## src/rtl/serial_parity_rx.sv

```systemverilog
// serial_parity_rx: bit-serial frame receiver (start, DATA_W data bits LSB-first, parity, stop) with parity/framing check
//   clk, rst_n           : rising-edge clock, asynchronous active-low reset
//   din, din_valid       : serial bit and its qualifier; unqualified cycles hold all state
//   data_out             : last word received with a valid stop bit
//   data_valid           : one-cycle pulse, word delivered
//   parity_err           : one-cycle pulse with data_valid on parity mismatch
//   frame_err            : one-cycle pulse when the stop bit was 0
//   busy                 : high whenever a frame is in progress
module serial_parity_rx #(
    parameter int DATA_W     = 8,
    parameter int ODD_PARITY = 0
) (
    input  logic              clk,
    input  logic              rst_n,
    input  logic              din,
    input  logic              din_valid,
    output logic [DATA_W-1:0] data_out,
    output logic              data_valid,
    output logic              parity_err,
    output logic              frame_err,
    output logic              busy
);
    localparam int CW = $clog2(DATA_W) + 1;
    localparam logic ODD = (ODD_PARITY != 0);

    typedef enum logic [1:0] {IDLE, DATA, PARITY, STOP} state_t;

    state_t            state_q, state_d;
    logic [CW-1:0]     bit_cnt_q, bit_cnt_d;
    logic              acc_q, acc_d;
    logic [DATA_W-1:0] shift_q, shift_d;
    logic              rx_par_q, rx_par_d;
    logic [DATA_W-1:0] data_out_q, data_out_d;
    logic              data_valid_q, data_valid_d;
    logic              parity_err_q, parity_err_d;
    logic              frame_err_q, frame_err_d;
    logic              busy_q, busy_d;

    always_comb begin
        state_d      = state_q;
        bit_cnt_d    = bit_cnt_q;
        acc_d        = acc_q;
        shift_d      = shift_q;
        rx_par_d     = rx_par_q;
        data_out_d   = data_out_q;
        data_valid_d = 1'b0;
        parity_err_d = 1'b0;
        frame_err_d  = 1'b0;
        if (din_valid) begin
            case (state_q)
                IDLE: begin
                    if (!din) begin
                        state_d   = DATA;
                        bit_cnt_d = '0;
                        acc_d     = 1'b0;
                        // cleared so each data bit can simply be OR-ed into place
                        shift_d   = '0;
                    end
                end
                DATA: begin
                    shift_d   = shift_q | (DATA_W'(din) << bit_cnt_q);
                    acc_d     = acc_q ^ din;
                    bit_cnt_d = bit_cnt_q + CW'(1);
                    state_d   = (bit_cnt_q == CW'(DATA_W - 1)) ? PARITY : DATA;
                end
                PARITY: begin
                    rx_par_d = din;
                    state_d  = STOP;
                end
                default: begin
                    state_d = IDLE;
                    if (din) begin
                        data_out_d   = shift_q;
                        data_valid_d = 1'b1;
                        parity_err_d = rx_par_q ^ acc_q ^ ODD;
                    end else begin
                        frame_err_d = 1'b1;
                    end
                end
            endcase
        end
        busy_d = (state_d != IDLE);
    end

    always_ff @(posedge clk or negedge rst_n) begin
        if (!rst_n) begin
            state_q      <= IDLE;
            bit_cnt_q    <= '0;
            acc_q        <= 1'b0;
            shift_q      <= '0;
            rx_par_q     <= 1'b0;
            data_out_q   <= '0;
            data_valid_q <= 1'b0;
            parity_err_q <= 1'b0;
            frame_err_q  <= 1'b0;
            busy_q       <= 1'b0;
        end else begin
            state_q      <= state_d;
            bit_cnt_q    <= bit_cnt_d;
            acc_q        <= acc_d;
            shift_q      <= shift_d;
            rx_par_q     <= rx_par_d;
            data_out_q   <= data_out_d;
            data_valid_q <= data_valid_d;
            parity_err_q <= parity_err_d;
            frame_err_q  <= frame_err_d;
            busy_q       <= busy_d;
        end
    end

    assign data_out   = data_out_q;
    assign data_valid = data_valid_q;
    assign parity_err = parity_err_q;
    assign frame_err  = frame_err_q;
    assign busy       = busy_q;
endmodule

```

## config.mk

```make
export PLATFORM = sky130hd
export DESIGN_NAME = serial_parity_rx
export DESIGN_NICKNAME = d
export VERILOG_FILES = /design/src/rtl/serial_parity_rx.sv
export SDC_FILE = /design/constraint.sdc
export NUM_CORES = 1
export LEC_CHECK = 0
export ABC_CLOCK_PERIOD_IN_PS = 1400
export CORE_UTILIZATION = 48
export DETAILED_ROUTE_END_ITERATION = 7
export PLACE_DENSITY = 0.74
export SETUP_SLACK_MARGIN = 0.05
export SLEW_MARGIN = 20
export SYNTH_ARGS = -nofsm -noshare
export SYNTH_HDL_FRONTEND = slang
export SYNTH_SLANG_ARGS = --single-unit
```

## constraint.sdc

```tcl
create_clock -name clk -period 1.4 [get_ports clk]
set_input_delay 0.14 -clock clk [delete_from_list [all_inputs] [get_ports clk]]
set_output_delay 0.14 -clock clk [all_outputs]
set_load 0.02 [all_outputs]
```

==> impl_metrics.ini <==
[place]
routabilityCongestion = 0.8004
dp_cells = 156
hpwl_um = 1594
io_buffers = 15
place_ws_ns = -0.1806

[routing]
viasPerCell = 5.540
wl_per_cell_um = 14.33
first_pass_iters = 2
first_iter_violations = 11
ant_nets = 0
vias = 892
wirelength_um = 2307
drc = 0

[floorplanning]
initial_core_util = 0.5036
dieArea_um2 = 2783
io_pins = 16
rows = 18
die_h_um = 52.75
die_w_um = 52.75
core_area_um2 = 2455

[sta]
post-route-min-period_ns = 1.327
finalHoldViolCount = 0
worst_pin_slew_ns = 0.3578
rsz0062_at_grt = true
slew_violations = 0
max_freq_mhz = 753.8
relSlewSlack = 0.7615
setup_slack_ns = 0.07334
setup_violations = 0
post-route-period-util = 0.9476
finClkSkew_ns = 0.006750

[power]
p_int_mw = 1.718
clkPwrFrac = 0.118
switchingPower_mw = 0.9956
pwr-share-comb = 0.382
p_total_mw = 2.714
peakVddDrop_mv = 1.051
seq_power_share = 0.499
p_sw_frac = 0.3669
p_leak_nw = 0.7689
power_density_nw_per_um2 = 1772

[finish]
drive_above_1_share = 0.2824
final_nets = 138
area_delta_synth_final_pct = 23.89
antennaDiodeCount = 0
fillers = 192
layoutNonFillerInstCount = 161
utilization = 0.6239
final_cell_mix = dfrtp_1 (26), buf_4 (15), dlygate4sd2_1 (12)
final_common_cell = dfrtp_1

[logic_synthesis]
synth_fa_ha_area_frac = 0.01012
yosysSeqAreaShare = 0.5668
syn_area_per_cell_um2 = 11.89
synth-simple-area-share = 0.1630
synthMuxAreaShare = 0.08097
synth_seq_cells = 28
yosysWarnings = 0
synth_compound_area_frac = 0.1235
syn-cell-area_um2 = 1236
synth_xor_area_frac = 0.007085
synth_fp_nets = 109
synth_cells = 104
post_synth_num_cell_types = 37
synth_top_family_by_area = simple AND/OR/NAND/NOR gates

[global_routing]
grt_pass1_wl_um = 3622
grt_overflow = 0
track_usage = 0.1829
grt_pass1_vias = 840
grt_max_degree = 29
antenna_found_initial = 0

[clocking]
tritoncts = yes
clock_path_buffers = 2
cts.htree.levels = 1
clock_latency_ns = 0.32
clk_pin_slew_ns = 0.14
cts_root_buf = clkbuf_4
cts_sinks = 28
cts_buffers = 3

[run]
cap_violations = 0

[setup_path]
end_kind = register
r2r_slack_ns = 0.07
reg2reg_to = data_out[5]
r2r-start = state_q[1]
startpoint_type = register
crit_type = reg2reg
startpoint = state_q[1]
cp.arrival_ns = 1.55
reg2reg_depth = 4
path_max_fanout = 9
critPathRequiredTime_ns = 1.62

[outcome]
outcome = finished clean

[worst_hold_path]
hp-class = in2async
## state kept, by name, indices dropped and copies added, names as in the netlist
| name | count |
|---|---|
| frame_err | 1 |
| data_out | 8 |
| busy | 1 |
| data_valid | 1 |
| acc_q | 1 |
| rx_par_q | 1 |
| parity_err | 1 |
| shift_q | 8 |
| bit_cnt_q | 4 |
| state_q | 2 |
## repair_timing
| action | 4_1_cts | 5_1_grt |
|---|---|---|
| hold buffers | 0 | 0 |
| setup endpoints to repair | 14 | 5 |
| resized for setup | 13 | 6 |
| hold endpoints to repair | 0 | 0 |
| setup buffers | 2 | 0 |
## power by group through the flow
stage / Combinational (mW) / Sequential [mW] / Clock (mW)
floorplan: 0.636 / 1.38 / 0
global placement: 1.01 / 1.34 / 0
detailed placement: 1.04 / 1.36 / 0
CTS: 1.01 / 1.34 / 0.339
global route: 1.13 / 1.39 / 0.357
finish: 1.04 / 1.35 / 0.321
## per-stage QoR
stage          setup TNS (ns)  hold slack (ns)  cell area (µm²)
2_1_floorplan               0          -0.1556             1236
3_3_place_gp           -1.188           0.4695             1476
3_5_place_dp           -1.572           0.4792             1476
4_1_cts                     0           0.1746             1506
5_1_grt                     0           0.2078             1531
6_report                    0           0.1714             1531
## worst max-delay path by stage
| stage | to | slack [ns] | cells past startpoint |
|---|---|---|---|
| 2_1_floorplan | shift_q[1] | 0.05 | 5 |
| 3_3_place_gp | shift_q[1] | -0.12 | 4 |
| 3_5_place_dp | bit_cnt_q[2] | -0.18 | 5 |
| 4_1_cts | shift_q[1] | 0.06 | 3 |
| 5_1_grt | shift_q[1] | 0.04 | 3 |
| 6_report | data_out[5] | 0.07 | 4 |
## cells in the mapped netlist
library cell  count  share of area
dfrtp_1          28           0.57
nand2_1          11          0.033
mux2_2            8          0.073
o21ai_1           6          0.024
a21oi_1           4          0.016
inv_1             4          0.012
nand3b_1          4          0.024
nor2_1            4          0.012
o21ai_0           4          0.016
buf_2             2         0.0081
buf_6             2          0.018
nand4b_1          2          0.014
a211o_1           1         0.0071
a21boi_0          1         0.0061
a21o_1            1         0.0061
a22o_1            1         0.0071
a31oi_1           1         0.0051
a32o_1            1         0.0081
buf_4             1         0.0061
clkbuf_2          1         0.0040
ha_1              1          0.010
mux2i_1           1         0.0081
nand2_2           1         0.0051
nand2b_1          1         0.0051
nand3_1           1         0.0040
nand4_1           1         0.0051
nand4_2           1          0.010
nor2b_1           1         0.0051
nor4b_1           1         0.0071
nor4bb_1          1         0.0081
o2bb2ai_1         1         0.0071
o41ai_1           1         0.0071
o41ai_2           1          0.013
or3_4             1         0.0091
or3b_4            1         0.0091
or4b_4            1          0.011
xnor2_1           1         0.0071
## routing by layer
layer  GRT usage  up-vias  part of all wire
met2      0.3122       11              0.49
met4     0.08333        0             0.010
li1            -      429                 -
met1      0.2241      448              0.48
met5           0        -                 0
met3     0.02899        4             0.023
## kinds of logic (layout without fill, tap and decap cells)
| kind of cell | Yosys count | after routing |
|---|---|---|
| xor+xnor | 1 | 1 |
| buf+inv | 10 | 37 |
| mux | 9 | 9 |
| simple gates | 32 | 32 |
| compound gates | 23 | 23 |
| fa+ha+maj | 1 | 1 |
| flops | 28 | 28 |
## critical path, stage by stage (launching register included)
cell and delay (ns):
dfrtp_1 0.46, buf_4 0.16, nand4_2 0.08, buf_4 0.18
mux2_2 0.35
## final cells by class
type                       count  area, µm²  share of cell area
sequential                    28      703.2              0.4591
timing repair buffer          30      247.7              0.1618
tap                           30      37.54             0.02451
clock buffer                   3      22.52             0.01471
inverter                       4      15.01            0.009804
multi-input combinational     66      505.5              0.3301
No activity file was read; power rests on OpenSTA's default activity.
==> RTL edit 1, RTL diff (same flow settings) <==
Encoding of `state_t`: now one-hot (4 bits for 4 states).
--- a/src/rtl/serial_parity_rx.sv
+++ b/src/rtl/serial_parity_rx.sv
@@ -25,3 +25,3 @@
 
-    typedef enum logic [1:0] {IDLE, DATA, PARITY, STOP} state_t;
+    typedef enum logic [3:0] {IDLE = 4'b0001, DATA = 4'b0010, PARITY = 4'b0100, STOP = 4'b1000} state_t;
 
Function: no difference found for any inputs over 10 cycles, from zero or initial values and one cycle with rst_n low; not proved beyond that.
==> RTL edit 1 against the unedited design <==
  * The run now ends with negative setup slack left
  * Final area increased by 34%
  * Worst setup slack worse by 0.38 ns
  * Core utilization increased by 13 points
  * Power rose by 13%
  * Clock power up 72%
  * Clock skew grew 0.0018 ns
  * Synthesized area rose by 12%
  * Combinational power increased by 31%
  * Via count grew 25%
  * Sequential cell count up 2
  * Routed wire length grew 54%
  * Critical path type unchanged
  * Critical endpoint is now shift_q[6]
  * Largest cell class unchanged
==> RTL edit 1: results <==
metrics = {
    "routing": {
        "route.detailed.vias_per_inst": 5.827,
        "drc_violation_total_after_the_first_tritonroute_iteration": 33,
        "wl_per_cell_um": 18.56,
        "drt_first_pass_iters": 4,
    },
    "worst_setup_path": {
        "critical_path.max_fanout": 6,
        "crit_type": "reg2reg",
        "cp_data_arrival_time_ns": 1.99,
        "timing.critical_path.from": "state_q[0]",
        "rr_worst_depth": 4,
        "worst-r2r-setup-slack_ns": -0.31,
        "r2r-end": "shift_q[6]",
    },
    "layout": {
        "antenna_cells_inserted": 0,
        "post_route_cells_drive_above_1_share_pct": 46.88,
        "final_net_count": 164,
    },
    "logic_synthesis": {
        "yosysWarningCount": 0,
        "post_synthesis_compound_gate_area_fraction_pct": 14.70,
        "postSynthNetCount": 115,
        "yosys-top-cells-area": "dfrtp_1 53%, mux2_2 7.4%, a32o_1 2.9%, a22o_1 2.5%, nor4b_1 2.5%",
        "synth.lib_cells_used.distinct": 40,
        "synth_cell_count_leaders": "29 x dfrtp_1, 9 x mux2_2, 7 x o21ai_0",
        "synth.yosys.seq_area_share_pct": 54.54,
        "post_synth_xor_area_fraction_pct": 1.270,
        "synthAdderAreaFrac_pct": 0.9074,
        "synth.area.mux_share_pct": 9.528,
        "synth-async-reset-ratio_pct": 100.0,
    },
    "clock_tree": {
        "htree_levels": 2,
        "cts-root-to-sink-buffers": 2,
        "insertion_delay_to_the_later_sink_of_the_worst_skew_pair_ns": 0.34,
        "cts-root-buf": "clkbuf_4",
        "clkSlewWorstSetupHoldPaths_ns": 0.10,
        "cts-buffers-inserted": 5,
    },
    "hold_path": {
        "worst_hold_path_type": "in2async",
    },
    "sta": {
        "final.hold.worst_slack_ns": 0.03804,
        "setup_tns_ns": -6.145,
        "finalSetupViolations": 28,
        "setup_ws_ns": -0.3072,
        "timing.max_slew.rel_slack_pct": 71.88,
        "timing.clock.skew_ns": 0.008533,
    },
    "global_route": {
        "antenna_found_initial": 0,
        "grt_start_max_net_pins": 14,
        "grt.total_usage_pct": 24.55,
        "first_global_vias": 1145,
        "wire_length_of_the_first_global_routing_pass_um": 5664,
    },
    "placement": {
        "placedInstanceArea_um2": 1722,
        "hpwlAfterDp_um": 2169,
        "gp_congestion": 0.8335,
        "io_buffers": 15,
    },
    "pwr": {
        "swShare_pct": 36.05,
        "vdd.ir_drop.worst_mv": 1.152,
        "power_leakage_nw": 0.9918,
    },
    "outcome": {
        "failed_checks": "negative setup slack",
        "run_status": "complete, but fails checks",
    },
}
## RTL edit 1: cell type report
cell class	count	area, µm²
Sequential cell	30	754.5
Tap cell	31	38.79
Clock inverter	2	12.51
Fill cell	179	680.7
Clock buffer	6	51.30
Timing Repair Buffer	48	464.2
Inverter	5	18.77
Multi-Input combinational cell	69	713.2
## RTL edit 1: through the flow
stage | cells | worst slack [ns]
3_5_place_dp | 172 | -0.3570
6_report | 191 | -0.3072
3_3_place_gp | 172 | -0.3178
5_1_grt | 191 | -0.3363
2_1_floorplan | 110 | -0.2331
4_1_cts | 189 | -0.2626
## RTL edit 1: per-layer routing
layer	wire, µm	vias to the layer above	global-route usage (%)
met5	0	-	0
met4	48	0	8.571
met3	182	6	7.907
met2	1812	36	40.10
met1	1500	562	30.77
li1	-	509	-
## RTL edit 1: kinds of logic (layout without fill, tap and decap cells)
kind of cell	Yosys count	in the layout
AOI/OAI and AO/OA	25	25
xor gates and xnor gates	2	2
adders and majority gates	1	1
buffers and inverters	12	61
DFF	30	30
muxes	12	12
and+or+nand+nor	28	29
## RTL edit 1: repair_timing
item,4_1_cts,5_1_grt
endpoints found under the setup margin,39,31
gates resized for setup,34,23
pin swaps,4,9
buffers inserted,8,4
gates cloned,2,0
## RTL edit 1: worst max-delay path, cell delays in order, from the launching register on
cell     delay, ns
dfstp_2       0.43
buf_6         0.14
or4b_4        0.57
nor4_4        0.27
a32o_1        0.23
## RTL edit 1: power by group through the flow
stage | Clock [W] | Sequential [W] | Combinational [W]
floorplan | 0 | 0.00118 | 0.000568
global placement | 0 | 0.00116 | 0.000961
detailed placement | 0 | 0.00117 | 0.000996
CTS | 0.000556 | 0.00115 | 0.00122
global route | 0.000601 | 0.00118 | 0.00143
finish | 0.000552 | 0.00116 | 0.00136
==> RTL edit 2, RTL diff (same flow settings) <==
Made on the original files. `DATA_W`: 8 -> 32.
--- a/src/rtl/serial_parity_rx.sv
+++ b/src/rtl/serial_parity_rx.sv
@@ -9,3 +9,3 @@
 module serial_parity_rx #(
-    parameter int DATA_W     = 8,
+    parameter int DATA_W     = 32,
     parameter int ODD_PARITY = 0
Interface: changed (resized data_out); port bits go from 16 to 40. The function was not compared with the original's and may differ.
==> RTL edit 2 against the unedited design <==
  * The flow now finishes with violations (negative setup slack)
  * Power grew 130%
  * Clock power grew to 5.4 times the old value
  * Sequential cell count grew 50
  * Synthesized area grew to 2.6 times the old value
  * Routed wire length grew to 2.6 times the old value
  * Via count grew 140%
  * Final area grew to 2.7 times the old value
  * Clock skew shrank 0.0010 ns
  * Worst setup slack lost 0.14 ns
==> RTL edit 2: results <==
metrics = {
    "clock_tree": {
        "cts-resized-gates": 49,
        "postCtsSetupBuffers": 1,
        "insertion_delay_to_the_later_sink_of_the_worst_skew_pair_ns": 0.35,
        "cts-root-buf": "clkbuf_8",
        "htree_levels": 3,
        "cts_hold_repair.buffers": 1,
        "clkSlewWorstSetupHoldPaths_ns": 0.07,
    },
    "routing": {
        "route.detailed.vias_per_inst": 5.434,
        "wl_met3_um": 291,
        "detailroute.wirelength.met2_um": 2812,
        "drc_violation_total_after_the_first_tritonroute_iteration": 174,
        "wl_met1_um": 2832,
        "drt_first_pass_iters": 4,
        "wirelength_um": 6036,
    },
    "worst_setup_path": {
        "critical_path.max_fanout": 18,
        "crit_path_max_incr_delay_ns": 0.54,
        "slowest_stage": "or4b_4",
        "cell_family_with_the_largest_share_of_critical_path_delay": "simple AND/OR/NAND/NOR gates",
    },
    "logic_synthesis": {
        "post_synthesis_compound_gate_area_fraction_pct": 10.44,
        "post_synth_xor_area_fraction_pct": 0.2768,
        "synth.area.mux_share_pct": 12.38,
        "synth_cell_count_leaders": "78 x dfrtp_1, 33 x mux2_2, 21 x nand2_1",
        "synth.yosys.seq_area_share_pct": 61.68,
        "synthAdderAreaFrac_pct": 0.3954,
        "synthesized_area_per_cell_um2": 12.97,
        "yosys-top-cells-area": "dfrtp_1 62%, mux2_2 12%, a22o_1 5.5%, nand2_1 2.5%, o21ai_0 2.2%",
        "synth.lib_cells_used.distinct": 33,
    },
    "global_route": {
        "grt.total_usage_pct": 18.54,
        "global_route.usage.met2_pct": 28.09,
        "grt.met1_usage_pct": 25.49,
        "wire_length_of_the_first_global_routing_pass_um": 9991,
        "grt_start_max_net_pins": 37,
        "first_global_vias": 2072,
        "groute.layer.met3.usage_pct": 4.672,
    },
    "layout": {
        "post_route_cells_drive_above_1_share_pct": 29.02,
        "final_net_count": 317,
        "stdcell_count": 394,
    },
    "pwr": {
        "vdd.ir_drop.worst_mv": 0.7325,
        "p_switching_w": 0.001783,
        "powerSeq_w": 0.00314,
    },
    "sta": {
        "setup_tns_ns": -1.124,
        "final.hold.worst_slack_ns": 0.2129,
        "setup_ws_ns": -0.06857,
        "worst_pin_slew_ns": 0.3495,
        "finalSetupViolations": 37,
    },
    "outcome": {
        "run_status": "complete, but fails checks",
        "failed_checks": "negative setup slack",
    },
    "placement": {
        "gp_congestion": 0.8559,
        "placed_cells_incl_taps": 375,
        "io_buffers": 39,
        "hpwlAfterDp_um": 4200,
        "dp_worst_setup_slack_ns": -0.3123,
    },
}
RTL edit 2: cell types whose count changed in the layout (fill, tap and decap cells not counted), sizes merged, moves of 8 or more:
cell	before	now
a22o	1	20
buf	15	32
clkbuf	3	15
dfrtp	28	78
dlygate4sd2	12	36
mux2	8	33
nand2	12	21
nand2b	1	9
RTL edit 2: final cells by class:
class	instances	area (µm²)
clock buffer	14	172.7
clock inverter	2	38.79
fill	473	2283
inverter	2	7.507
multi-input combinational	149	1154
sequential	78	1954
tap	77	96.34
timing repair buffer	72	643.1
RTL edit 2: path summary, 6_finish.rpt:
check                                to  cells after the start
max                         shift_q[21]                      3
min reg2reg                  shift_q[6]                      2
min                        data_out[17]                      2
max reg2reg                 shift_q[21]                      3
max in group asynchronous  bit_cnt_q[0]                      3
min in group clk             shift_q[6]                      2
RTL edit 2: worst reg2reg max path, stage by stage (launching register included):
cell and delay (ns):
dfrtp_1 0.41, or4b_4 0.54, clkbuf_16 0.21, a22o_1 0.21
